--- src/rtl/seq_det_pkg.sv ---
// rtl/seq_det_pkg.sv - shared state encodings for the 1010 detector and its window monitor
package seq_det_pkg;

  typedef enum logic [1:0] {
    ST_IDLE = 2'd0,
    ST_RUN  = 2'd1,
    ST_WAIT = 2'd2
  } mon_state_e;

  typedef enum logic [1:0] {
    S0   = 2'd0,
    S1   = 2'd1,
    S10  = 2'd2,
    S101 = 2'd3
  } det_state_e;

endpackage

--- src/rtl/seq_det_window_monitor_if.sv ---
// rtl/seq_det_window_monitor_if.sv - one-deep window report slot (valid/ready)
interface seq_det_window_monitor_if #(
  parameter int CW = 5
);
  logic [CW-1:0] Cnt;
  logic          Vld;
  logic          Alarm;
  logic          Rdy;

  modport master (output Cnt, output Vld, output Alarm, input Rdy);
  modport slave  (input Cnt, input Vld, input Alarm, output Rdy);
endinterface

--- src/rtl/seq_det_window_monitor_sat_counter.sv ---
// rtl/seq_det_window_monitor_sat_counter.sv - saturating up-counter with clear and increment enable
module sat_counter #(
  parameter int W = 4
) (
  input  logic         Clk,
  input  logic         Rst,
  input  logic         clr,
  input  logic         inc,
  output logic [W-1:0] q,
  output logic         sat
);

  assign sat = &q;

  // clear wins over increment so a window close can restart from zero
  always_ff @(posedge Clk) begin
    if (Rst || clr) begin
      q <= '0;
    end else if (inc && !sat) begin
      q <= q + W'(1);
    end
  end

endmodule

--- src/rtl/seq_det_window_monitor.sv ---
// rtl/seq_det_window_monitor.sv - counts detector pulses per WIN-cycle window and reports them
module seq_det_window_monitor
  import seq_det_pkg::*;
#(
  parameter int WIN    = 16,
  parameter int CW     = 5,
  parameter int THRESH = 3
) (
  input  logic                       Clk,
  input  logic                       Rst,
  input  logic                       En,
  input  logic                       Det,
  seq_det_window_monitor_if.master   rpt,
  output logic                       Ovf,
  output logic [1:0]                 Sta
);

  localparam int            WW   = $clog2(WIN);
  localparam logic [WW-1:0] LAST = WW'(WIN - 1);

  mon_state_e    state;
  logic [WW-1:0] wctr;
  logic [CW-1:0] acc;
  logic [CW-1:0] fin;
  logic [CW-1:0] cnt_q;
  logic          acc_sat;
  logic          vld_q;
  logic          alarm_q;
  logic          ovf_q;
  logic          close;
  logic          slot_free;
  logic          acc_clr;
  logic          acc_inc;

  assign close     = (wctr == LAST);
  assign slot_free = !vld_q || rpt.Rdy;
  assign fin       = (Det && !acc_sat) ? acc + CW'(1) : acc;

  // acc takes the closing sample even when the slot is busy, so WAIT holds the full count
  always_comb begin
    acc_clr = 1'b0;
    acc_inc = 1'b0;
    case (state)
      ST_RUN: begin
        acc_inc = En && Det;
        acc_clr = En && close && slot_free;
      end
      ST_WAIT: acc_clr = En && vld_q && rpt.Rdy;
      default: acc_clr = 1'b1;
    endcase
  end

  sat_counter #(.W(CW)) u_acc (
    .Clk (Clk),
    .Rst (Rst),
    .clr (acc_clr),
    .inc (acc_inc),
    .q   (acc),
    .sat (acc_sat)
  );

  always_ff @(posedge Clk) begin
    if (Rst) begin
      state   <= ST_IDLE;
      wctr    <= '0;
      cnt_q   <= '0;
      vld_q   <= 1'b0;
      alarm_q <= 1'b0;
      ovf_q   <= 1'b0;
    end else begin
      if (vld_q && rpt.Rdy) vld_q <= 1'b0;
      case (state)
        ST_IDLE: begin
          if (En) begin
            state <= ST_RUN;
            wctr  <= '0;
          end
        end
        ST_RUN: begin
          if (!En) begin
            state <= ST_IDLE;
          end else if (close) begin
            if (slot_free) begin
              cnt_q   <= fin;
              alarm_q <= (int'(fin) >= THRESH);
              vld_q   <= 1'b1;
              wctr    <= '0;
            end else begin
              state <= ST_WAIT;
            end
          end else begin
            wctr <= wctr + WW'(1);
          end
        end
        ST_WAIT: begin
          if (!En) begin
            state <= ST_IDLE;
          end else begin
            if (Det) ovf_q <= 1'b1;
            if (vld_q && rpt.Rdy) begin
              cnt_q   <= acc;
              alarm_q <= (int'(acc) >= THRESH);
              vld_q   <= 1'b1;
              wctr    <= '0;
              state   <= ST_RUN;
            end
          end
        end
        default: state <= ST_IDLE;
      endcase
    end
  end

  assign rpt.Cnt   = cnt_q;
  assign rpt.Vld   = vld_q;
  assign rpt.Alarm = alarm_q;
  assign Ovf       = ovf_q;
  assign Sta       = state;

endmodule

--- src/flat_wrapper.sv ---
// flat-port wrapper written by rule: the top's interface ports become plain ports
module seq_det_window_monitor_flat import seq_det_pkg::*;
#(
  parameter int WIN    = 16,
  parameter int CW     = 5,
  parameter int THRESH = 3
)
  (Clk, Rst, En, Det, Ovf, Sta, rpt_Cnt, rpt_Vld, rpt_Alarm, rpt_Rdy);
  seq_det_window_monitor_if #(.CW(CW)) rpt_i ();
  input  logic Clk;
  input  logic Rst;
  input  logic En;
  input  logic Det;
  output logic Ovf;
  output logic [1:0] Sta;
  output wire logic [$bits(rpt_i.Cnt)-1:0] rpt_Cnt;
  output wire logic [$bits(rpt_i.Vld)-1:0] rpt_Vld;
  output wire logic [$bits(rpt_i.Alarm)-1:0] rpt_Alarm;
  input wire logic [$bits(rpt_i.Rdy)-1:0] rpt_Rdy;
  assign rpt_Cnt = rpt_i.Cnt;
  assign rpt_Vld = rpt_i.Vld;
  assign rpt_Alarm = rpt_i.Alarm;
  assign rpt_i.Rdy = rpt_Rdy;
  seq_det_window_monitor #(.WIN(WIN), .CW(CW), .THRESH(THRESH)) u_core (.Clk(Clk), .Rst(Rst), .En(En), .Det(Det), .rpt(rpt_i), .Ovf(Ovf), .Sta(Sta));
endmodule
--- config.mk ---
export PLATFORM = sky130hd
export DESIGN_NAME = seq_det_window_monitor_flat
export DESIGN_NICKNAME = d
export VERILOG_FILES = /design/src/rtl/seq_det_pkg.sv /design/src/rtl/seq_det_window_monitor_if.sv /design/src/rtl/seq_det_window_monitor_sat_counter.sv /design/src/rtl/seq_det_window_monitor.sv /design/src/flat_wrapper.sv
export SDC_FILE = /design/constraint.sdc
export NUM_CORES = 1
export LEC_CHECK = 0
export ABC_AREA = 1
export CAP_MARGIN = 30
export CORE_MARGIN = 5
export CORE_UTILIZATION = 50
export CTS_BUF_LIST = sky130_fd_sc_hd__clkbuf_4
export CTS_CLUSTER_SIZE = 20
export DETAILED_ROUTE_END_ITERATION = 6
export HOLD_SLACK_MARGIN = 0.1
export MAX_ROUTING_LAYER = met4
export PLACE_DENSITY = 0.74
export SLEW_MARGIN = 20
export SYNTH_ARGS = -nofsm -noshare
export SYNTH_HDL_FRONTEND = slang
export SYNTH_SLANG_ARGS = --single-unit
--- constraint.sdc ---
create_clock -name Clk -period 2.25 [get_ports Clk]
set_clock_uncertainty 0.15 [all_clocks]
set_input_delay 0.45 -clock Clk [delete_from_list [all_inputs] [get_ports Clk]]
set_output_delay 0.45 -clock Clk [all_outputs]
set_load 0.01 [all_outputs]
==> results of run 1 <==
## state kept, by name, summed over array words and instances, names as in the netlist
register	flops
u_core.u_acc.q	5
u_core.rpt.Vld	1
u_core.rpt.Cnt	5
u_core.wctr	4
u_core.Ovf	1
u_core.rpt.Alarm	1
u_core.Sta	2
## worst paths after layout
kind                                         to                      startpoint  cells after the start
setup reg to reg  u_core.rpt.Alarm$_SDFFE_PP0P_  u_core.u_acc.q[0]$_SDFFE_PP0P_                     13
hold / removal          u_core.Ovf$_SDFFE_PP0P_         u_core.Ovf$_SDFFE_PP0P_                      1
hold reg to reg         u_core.Ovf$_SDFFE_PP0P_         u_core.Ovf$_SDFFE_PP0P_                      1
setup / recovery  u_core.rpt.Alarm$_SDFFE_PP0P_  u_core.u_acc.q[0]$_SDFFE_PP0P_                     13
## layout make-up
class	instances	area, um2
well taps	30	37.54
flip-flops and latches	19	380.4
multi-input cells	138	753.2
repair buffers	17	162.7
inverters	23	88.84
clock inverters	1	5.005
clock buffers	3	22.52
fillers	221	982.2
## through the flow
stage / instance area [um2] / cells / utilization
after CTS: 1450 / 231 / 0.5962
after floorplan: 1239 / 182 / -
after global placement: 1423 / 227 / 0.5849
final: 1450 / 231 / 0.5962
after detailed placement: 1423 / 227 / 0.5849
after global routing: 1450 / 231 / 0.5962
## where the power goes
group | leakage (nW) | switching (mW) | internal, mW
clock | 0.0177 | 0.108 | 0.0662
combinational | 0.412 | 0.559 | 0.365
sequential | 0.155 | 0.0632 | 0.408
total | 0.585 | 0.730 | 0.839
## critical path, delay by kind of cell, from the launching register on
family	cells	cell delay [ps]
adder cells (fa/ha/maj)	2	400
buffers and inverters	1	70
flip-flops	1	460
AO/OA/AOI/OAI	1	50
AND/OR/NAND/NOR	9	830
## synthesized netlist by cell type (all sizes together)
library cell and count:
nand2 49, nor2 26, inv 23, a21oi 20
dfxtp 19, nand3 14, o21ai 10, ha 8
o22ai 3, buf 2, o21a 2, a211oi 1
nand4 1, nor3b 1, o211ai 1, or2 1
xnor2 1
## cell families after synthesis
logic type / after synthesis
AND/OR/NAND/NOR: 92
XOR/XNOR: 1
AO/OA/AOI/OAI: 37
flip-flops: 19
adder cells (fa/ha/maj): 8
buffers and inverters: 25
## layer usage
metal | vias to the layer above | GRT usage | share of wire
met1 | 530 | 0.1856 | 0.44
met4 | 0 | 0.09177 | 0.029
met5 | - | - | 0
met3 | 9 | 0.03456 | 0.036
li1 | 630 | - | -
met2 | 22 | 0.2917 | 0.50
==> flow_summary.ini, run 1 <==
[timing]
rsz0062_at_grt = false
period_minus_slack_ps = 2048
tns_ps = 0
slew_violations = 0
final.period_utilization = 0.9100
setup_ws_ps = 202.4
max_clock_freq_ghz = 0.4884
setup_viol = 0
timing.slew.headroom = 0.7905
final_hold_viol_count = 0
tightest_slew_ps = 314.2
hold_ws_ps = 332.6

[setup_path]
crit_path_cell_trace = ha_1, nand2_1, nor2_1, ha_1, inv_1, nand2_1, nand2_1, nand2_1, nand3_1, nor2_1, nand2_1, nand2_1, a21oi_1
critPathMaxStageDelay_ps = 460
cp_slowest_cell = dfxtp_1
crit_path_start_kind = register
required_ps = 2300
crit_arrival_ps = 2100
critPathKind = reg -> reg
cpMostUsedCell = nand2_1
crit_path_end_kind = register
r2r_slack_ps = 200
worstPathMaxFanout = 7

[global_routing]
antenna_found_initial = 0
first_global_vias = 1085
grt_max_degree = 12
grt_util_all_layers = 0.1715
overflow = 0
grt_pass1_wl_um = 4478

[yosys]
synthCells = 182
synth_area_mm2 = 0.001239
ys_ff_latch = 19
synth-xor-area-share = 0.007071
yosysUniqueCellTypes = 29
yosys_warnings = 0
yosysSeqAreaShare = 0.3071
yosys.area_share.simple = 0.3303
avgSynthCellArea_um2 = 6.806
syn_nets = 195
synth_compound_area_frac = 0.1899
yosysTopAreaCellShare = 0.3071
synth_fa_ha_area_frac = 0.08081
synth_area_leaders = dfxtp_1, nand2_1, ha_1
synth_top_family_by_area = simple AND/OR/NAND/NOR gates
synth.largest_area_cell = dfxtp_1
muxShareOfSynthArea = 0

[die]
dieArea_mm2 = 0.003573
die_w_um = 59.78
num_io_pins = 15
num_rows = 18
fp.dieH_um = 59.78
start_util = 0.5093
core_area_mm2 = 0.002432

[final_layout]
drive_gt1_frac = 0.1244
synthToLayoutAreaGrowth_pct = 17.07
fin_nets = 215
layout_common_cells = nand2_1, nor2_1, inv_1, dfxtp_1, a21oi_1
n_antenna_cell = 0
final_common_cell = nand2_1

[detailed_routing]
vias_per_cell = 5.156
drt_iter0_drc = 40
dr.pass1.iters = 4
wl_um = 2752
drc_errors = 0
drtAntennaViolNets = 0
routedWlPerCell_um = 11.91
vias = 1191

[hold_path]
hold_class = reg -> reg

[placed_design]
dp_hpwl_um = 2103
dp_slack_ps = 218.2
place.gp.congestion = 0.8892
io_buffers = 14

[cts]
clk_pin_slew_worst_paths_ps = 110
cts_buffers = 3
clockRootBuffer = clkbuf_4
cts_max_path_buffers = 2
h-tree-depth = 1
cts_sinks = 19
cts_setup_buffers = 0
tritoncts = built
cts_hold_buf = 0
clock_latency_ps = 300
post_cts_resized = 0

[job]
max_cap_viol_count = 0

[run_status]
status = finished clean

[power_and_ir_drop]
power_leakage_nw = 0.5847
finalPower_mw = 1.570
power_density_mw_per_mm2 = 1083
peakVddDrop_v = 0.0006495
Power figures use the tool's default switching activity.
==> run 2: changes to the inputs <==
--- a/config.mk
+++ b/config.mk
@@ -19,3 +19,4 @@
 export SYNTH_ARGS = -nofsm -noshare
 export SYNTH_HDL_FRONTEND = slang
 export SYNTH_SLANG_ARGS = --single-unit
+export TNS_END_PERCENT = 1
==> results of run 2 <==
Same layout as run 1: the final DEF is identical, and so are final timing and power.
